### src/rtl/sram_bist_pkg.sv
// Shared constants for the SRAM March C- BIST: state codes, per-element
// descriptors and the fail counter width helper.
package sram_bist_pkg;

    // FSM state codes; march element Mi is encoded as i+1
    localparam logic [2:0] ST_IDLE = 3'd0;
    localparam logic [2:0] ST_M0   = 3'd1;
    localparam logic [2:0] ST_M1   = 3'd2;
    localparam logic [2:0] ST_M2   = 3'd3;
    localparam logic [2:0] ST_M3   = 3'd4;
    localparam logic [2:0] ST_M4   = 3'd5;
    localparam logic [2:0] ST_M5   = 3'd6;
    localparam logic [2:0] ST_DONE = 3'd7;

    // Element descriptors, indexed directly by state code (IDLE/DONE bits are 0)
    localparam logic [7:0] EL_DOWN      = 8'b0111_0000;  // M3, M4, M5 descend
    localparam logic [7:0] EL_HAS_READ  = 8'b0111_1100;  // M1..M5 read first
    localparam logic [7:0] EL_READ_INV  = 8'b0010_1000;  // M2, M4 expect ~BG
    localparam logic [7:0] EL_HAS_WRITE = 8'b0011_1110;  // M0..M4 write
    localparam logic [7:0] EL_WRITE_INV = 8'b0001_0100;  // M1, M3 write ~BG

    // Wide enough to count one mismatch for every read of a full run (5*d)
    function automatic int unsigned fail_cnt_width(input int unsigned depth);
        return $clog2(5 * depth + 1);
    endfunction

endpackage

### src/rtl/sram_bist_addr_gen.sv
// Loadable up/down address counter for the march elements.
module sram_bist_addr_gen #(
    parameter int unsigned d = 16
) (
    input  logic               clk,
    input  logic               rst,
    input  logic               load_i,
    input  logic               load_down_i,
    input  logic               step_i,
    input  logic               down_i,
    output logic [$clog2(d)-1:0] addr_o,
    output logic               last_c
);

    localparam int unsigned AW = $clog2(d);

    logic [AW-1:0] addr_q;

    // Reload to the element start address, otherwise step in the element direction
    always_ff @(posedge clk or posedge rst) begin
        if (rst) begin
            addr_q <= '0;
        end else if (load_i) begin
            addr_q <= load_down_i ? AW'(d - 1) : '0;
        end else if (step_i) begin
            addr_q <= down_i ? addr_q - AW'(1) : addr_q + AW'(1);
        end
    end

    assign addr_o = addr_q;
    assign last_c = down_i ? (addr_q == '0) : (addr_q == AW'(d - 1));

endmodule

### src/rtl/sram_march_bist.sv
// March C- BIST initiator for one single_port_asyn_read_SRAM instance.
// Optional build macro BIST_STOP_ON_FAIL_EN: stop at the first read mismatch.
module sram_march_bist
    import sram_bist_pkg::*;
#(
    parameter int unsigned   w  = 8,
    parameter int unsigned   d  = 16,
    parameter logic [w-1:0]  BG = {w{1'b0}}
) (
    input  logic                           clk,
    input  logic                           rst,
    input  logic                           start,
    output logic                           busy,
    output logic                           done,
    output logic                           pass,
    output logic [fail_cnt_width(d)-1:0]   fail_count,
    output logic [$clog2(d)-1:0]           fail_addr,
    output logic [$clog2(d)-1:0]           ad,
    output logic [w-1:0]                   data_in,
    output logic                           w_en,
    input  logic [w-1:0]                   data_out
);

    localparam int unsigned AW = $clog2(d);
    localparam int unsigned FW = fail_cnt_width(d);

    logic [2:0]    state_q, state_d;
    logic          phase_q, phase_d;      // 1: current op is the write cycle
    logic          busy_q, busy_d;
    logic          done_q, done_d;
    logic          pass_q, pass_d;
    logic [FW-1:0] fail_count_q, fail_count_d;
    logic [AW-1:0] fail_addr_q, fail_addr_d;
    logic [w-1:0]  data_in_q, data_in_d;
    logic          w_en_q, w_en_d;

    logic          ag_load, ag_load_down, ag_step, ag_down, ag_last;
    logic [AW-1:0] ag_addr;
    logic [2:0]    nxt_st;
    logic [w-1:0]  exp_rd, cur_wr, nxt_wr;
    logic          mismatch;

    assign nxt_st  = 3'(state_q + 3'd1);
    assign exp_rd  = EL_READ_INV[state_q]  ? ~BG : BG;
    assign cur_wr  = EL_WRITE_INV[state_q] ? ~BG : BG;
    assign nxt_wr  = EL_WRITE_INV[nxt_st]  ? ~BG : BG;
    assign ag_down = EL_DOWN[state_q];

    sram_bist_addr_gen #(.d(d)) u_addr_gen (
        .clk         (clk),
        .rst         (rst),
        .load_i      (ag_load),
        .load_down_i (ag_load_down),
        .step_i      (ag_step),
        .down_i      (ag_down),
        .addr_o      (ag_addr),
        .last_c      (ag_last)
    );

    // Next-state: compare the read ending this cycle, then pick the next SRAM op
    always_comb begin
        state_d      = state_q;
        phase_d      = phase_q;
        busy_d       = busy_q;
        done_d       = done_q;
        pass_d       = pass_q;
        fail_count_d = fail_count_q;
        fail_addr_d  = fail_addr_q;
        data_in_d    = data_in_q;
        w_en_d       = w_en_q;
        ag_load      = 1'b0;
        ag_load_down = 1'b0;
        ag_step      = 1'b0;
        mismatch     = 1'b0;

        case (state_q)
            ST_IDLE, ST_DONE: begin
                if (start) begin
                    state_d      = ST_M0;
                    phase_d      = 1'b1;
                    busy_d       = 1'b1;
                    done_d       = 1'b0;
                    pass_d       = 1'b0;
                    fail_count_d = '0;
                    fail_addr_d  = '0;
                    data_in_d    = BG;
                    w_en_d       = 1'b1;
                    ag_load      = 1'b1;
                end
            end
            default: begin
                if (!phase_q && (data_out != exp_rd)) begin
                    mismatch = 1'b1;
                    if (fail_count_q == '0) fail_addr_d = ag_addr;
                    if (fail_count_q != '1) fail_count_d = fail_count_q + FW'(1);
                end

                if (!phase_q && EL_HAS_WRITE[state_q]) begin
                    // read done, write the same address next
                    phase_d   = 1'b1;
                    w_en_d    = 1'b1;
                    data_in_d = cur_wr;
                end else if (!ag_last) begin
                    ag_step   = 1'b1;
                    phase_d   = !EL_HAS_READ[state_q];
                    w_en_d    = !EL_HAS_READ[state_q];
                    data_in_d = cur_wr;
                end else if (state_q == ST_M5) begin
                    state_d = ST_DONE;
                    phase_d = 1'b0;
                    busy_d  = 1'b0;
                    done_d  = 1'b1;
                    pass_d  = (fail_count_d == '0);
                    w_en_d  = 1'b0;
                end else begin
                    state_d      = nxt_st;
                    ag_load      = 1'b1;
                    ag_load_down = EL_DOWN[nxt_st];
                    phase_d      = !EL_HAS_READ[nxt_st];
                    w_en_d       = !EL_HAS_READ[nxt_st];
                    data_in_d    = nxt_wr;
                end

`ifdef BIST_STOP_ON_FAIL_EN
                if (mismatch) begin
                    state_d = ST_DONE;
                    phase_d = 1'b0;
                    busy_d  = 1'b0;
                    done_d  = 1'b1;
                    pass_d  = 1'b0;
                    w_en_d  = 1'b0;
                    ag_load = 1'b0;
                    ag_step = 1'b0;
                end
`else
                if (mismatch) begin
                    busy_d = busy_d;
                end
`endif
            end
        endcase
    end

    // State and registered SRAM/status outputs
    always_ff @(posedge clk or posedge rst) begin
        if (rst) begin
            state_q      <= ST_IDLE;
            phase_q      <= 1'b0;
            busy_q       <= 1'b0;
            done_q       <= 1'b0;
            pass_q       <= 1'b0;
            fail_count_q <= '0;
            fail_addr_q  <= '0;
            data_in_q    <= '0;
            w_en_q       <= 1'b0;
        end else begin
            state_q      <= state_d;
            phase_q      <= phase_d;
            busy_q       <= busy_d;
            done_q       <= done_d;
            pass_q       <= pass_d;
            fail_count_q <= fail_count_d;
            fail_addr_q  <= fail_addr_d;
            data_in_q    <= data_in_d;
            w_en_q       <= w_en_d;
        end
    end

    assign busy       = busy_q;
    assign done       = done_q;
    assign pass       = pass_q;
    assign fail_count = fail_count_q;
    assign fail_addr  = fail_addr_q;
    assign ad         = ag_addr;
    assign data_in    = data_in_q;
    assign w_en       = w_en_q;

endmodule
### config.mk
export PLATFORM = sky130hd
export DESIGN_NAME = sram_march_bist
export DESIGN_NICKNAME = d
export VERILOG_FILES = /design/src/rtl/sram_bist_pkg.sv /design/src/rtl/sram_bist_addr_gen.sv /design/src/rtl/sram_march_bist.sv
export SDC_FILE = /design/constraint.sdc
export NUM_CORES = 1
export LEC_CHECK = 0
export BUFFER_PORTS_ARGS = -buffer_cell sky130_fd_sc_hd__buf_2
export CORE_MARGIN = 2
export CORE_UTILIZATION = 49
export DETAILED_ROUTE_END_ITERATION = 8
export HOLD_SLACK_MARGIN = 0.12
export PLACE_DENSITY_LB_ADDON = 0.25
export RECOVER_POWER = 50
export SLEW_MARGIN = 20
export SYNTH_ARGS = -nofsm -noshare
export SYNTH_HDL_FRONTEND = slang
export SYNTH_HIERARCHICAL = 1
export SYNTH_SLANG_ARGS = --single-unit
### constraint.sdc
create_clock -name clk -period 2.84 [get_ports clk]
set_input_delay 0.426 -clock clk [delete_from_list [all_inputs] [get_ports clk]]
set_output_delay 0.426 -clock clk [all_outputs]
set_load 0.03 [all_outputs]
==> flow_summary_export.csv <==
group,metric,value,unit
status,status,"complete, no violations",
global_routing,grt_antenna_before_repair,0,
place,placed_area,0.00196,mm2
sta,drv_slew,0,
route,first_pass_iters,4,
sta,setup_viol,0,
floorplan,num_rows,21,
power,power.total,0.980,mW
worst_hold_path,min_path_type,"in2reg",
floorplan,die_h,63.8,um
logic_synthesis,syn_avg_cell_area,8.67,um2
route,viasPerCell,5.50,
layout,antenna_cells,0,
floorplan,ios,38,
logic_synthesis,synth_edf_count,0,
job,drv_cap,0,
sta,fmax,398,MHz
layout,layout_common_cells,"dfrtp_1, buf_2, nand2_1, o21ai_0, nor2_1",
worst_setup_path,path_max_fanout,10,
route,routed-wl-met2,1740,um
clock_tree,cts.sinks,23,
floorplan,initial_core_util,51.6,%
worst_setup_path,worstPathArrival,2.73,ns
clock_tree,htree_levels,1,
power,p_leak,0.923,nW
worst_setup_path,cp.required,3.06,ns
floorplan,core_area,0.00339,mm2
sta,slew_headroom,49.0,%
logic_synthesis,ys.flop_type,"dfrtp_1",
sta,post-route-period-util,88.4,%
layout,fin_area,0.00200,mm2
clock_tree,clock_latency,0.31,ns
logic_synthesis,netlist_area,0.00175,mm2
clock_tree,cts_root_buf,"clkbuf_4",
route,top_layer_used,"met4",
global_routing,grt_pass1_vias,1366,
sta,finalCriticalPeriod,2.51,ns
global_routing,overflow,0,
layout,layout-drive-gt1-share,21.0,%
layout,final_net_count,261,
layout,areaGrowthSynthToFinish,14.0,%
place,io_buffers,37,
power,irDropWorstVdd,0.443,mV
sta,fin_ws,0.330,ns
logic_synthesis,async_reset_ff_share,100,%
sta,finalHoldViolations,0,
route,drtIter0Drc,91,
place,gp_congestion,0.899,
logic_synthesis,synth.distinct_cells,53,
global_routing,grt_max_degree,20,
route,num_vias,1562,
floorplan,die-area,0.00407,mm2
logic_synthesis,syn-instance-count,202,
route,route.detailed.drc,0,
sta,setup_tns,0,ns
route,wl_met3,253,um
sta,clock_skew,0.00194,ns
worst_setup_path,cp-end-kind,"flip-flop",
route,wl,3840,um
sta,rsz0062_at_grt,"false",
route,drt-met1-wl,1830,um
global_routing,grt_pass1_wl,6690,um
route,ant_nets,0,
power,p_per_area,491,mW/mm2
clock_tree,clock_path_buffers,2,
clock_tree,clkTransAtPathRegs,0.14,ns
global_routing,grt_use_total,20.6,%
logic_synthesis,ys_seq_area_share,32.9,%
logic_synthesis,synth_seq_cells,23,
clock_tree,cts_buffers,3,
floorplan,dieWidth,63.8,um
clock_tree,cts_tree,"built",
place,dp_slack,0.122,ns
logic_synthesis,synth_warnings,6,
worst_setup_path,start_kind,"flip-flop",
logic_synthesis,synth_nets,224,
worst_setup_path,path_class,"reg2reg",
sta,worst_slew_pin_slew,0.765,ns
route,wl_per_cell,13.5,um
place,detailed_place_hpwl,2950,um
-- per-layer routing --
metal | vias up | global-route usage (%)
met2 | 61 | 30.9
met5 | - | 0
li1 | 789 | -
met4 | 0 | 3.80
met3 | 2 | 3.70
met1 | 710 | 31.2
-- state kept, by name (all words and copies together), names as in the netlist --
register,flops
fail_count,7
state_q,3
w_en,1
u_addr_gen/addr_o,4
pass,1
fail_addr,4
data_in,1
busy,1
done,1
-- final cells by class --
type / instances / area [um2]
well taps: 46 / 57.6
multi-input cells: 150 / 1030
clock inverters: 1 / 7.51
clock buffers: 3 / 22.5
flip-flops and latches: 23 / 576
inverters: 13 / 48.8
fillers: 327 / 1390
repair buffers: 48 / 253
-- report_power, final --
part,switching [mW],leakage (nW),internal (mW)
clock,0.109,0.0139,0.0537
sequential,0.0891,0.285,0.385
combinational,0.228,0.625,0.115
-- cells in the mapped netlist (3+ instances only) --
library cell  count  area [um2]
dfrtp_1          23         576
nand2_1          20        75.1
o21ai_0          17        85.1
nor2_1           16        60.1
inv_1            13        48.8
ha_1             10         125
nand3_1           8        40.0
a21oi_1           7        35.0
buf_4             7        52.6
nor3_1            5        25.0
a31oi_1           4        25.0
nor2b_1           4        25.0
o31ai_1           4        30.0
a21o_1            3        22.5
and3_1            3        18.8
buf_2             3        15.0
clkbuf_1          3        11.3
mux2i_1           3        30.0
nand4_1           3        18.8
nor3b_1           3        22.5
xor2_1            3        26.3
-- stage by stage --
step / hold WS, ns / instances / util, %
3_5_place_dp: 0.327 / 279 / 57.9
5_1_grt: 0.490 / 284 / 58.9
2_1_floorplan: 0.192 / 202 / -
3_3_place_gp: 0.323 / 279 / 57.9
6_report: 0.496 / 284 / 58.9
4_1_cts: 0.486 / 284 / 59.1
-- worst max-delay path, stage by stage, from the launching register on --
cell and delay (ns):
dfrtp_1 0.41, buf_4 0.17, ha_1 0.30, nor2b_1 0.33
nor2_1 0.12, buf_4 0.19, nand2_1 0.11, nand2_2 0.12
or3_1 0.34, a221oi_2 0.25, nor3_1 0.08
-- worst paths after layout --
kind / cells past startpoint / slack (ns) / to / startpoint
setup / recovery: 10 / 0.33 / u_addr_gen/addr_o[3] / state_q[1]
hold / removal: 4 / 0.50 / pass / start
setup reg to reg: 10 / 0.33 / u_addr_gen/addr_o[3] / state_q[1]
hold reg to reg: 2 / 0.51 / pass / pass
max in group asynchronous: 3 / 1.60 / state_q[1] / rst
min in group asynchronous: 3 / 0.51 / u_addr_gen/addr_o[0] / rst
-- cells by family (layout without fill, tap and decap cells) --
logic type	Yosys count	after routing	share of synthesized area, %
compound gates	53	53	21.2
simple gates	76	76	23.1
flops	23	23	32.9
mux	6	6	3.79
buf+inv	29	65	8.79
xor+xnor	4	4	2.00
fa+ha+maj	11	11	8.29
-- what timing repair did --
item / CTS / global route
resized for setup: 0 / 3
endpoints found under the hold margin: 4 / 0
endpoints found under the setup margin: 0 / 4
setup buffers: 0 / 0
hold buffers: 1 / 0
Power figures use the tool's default switching activity.
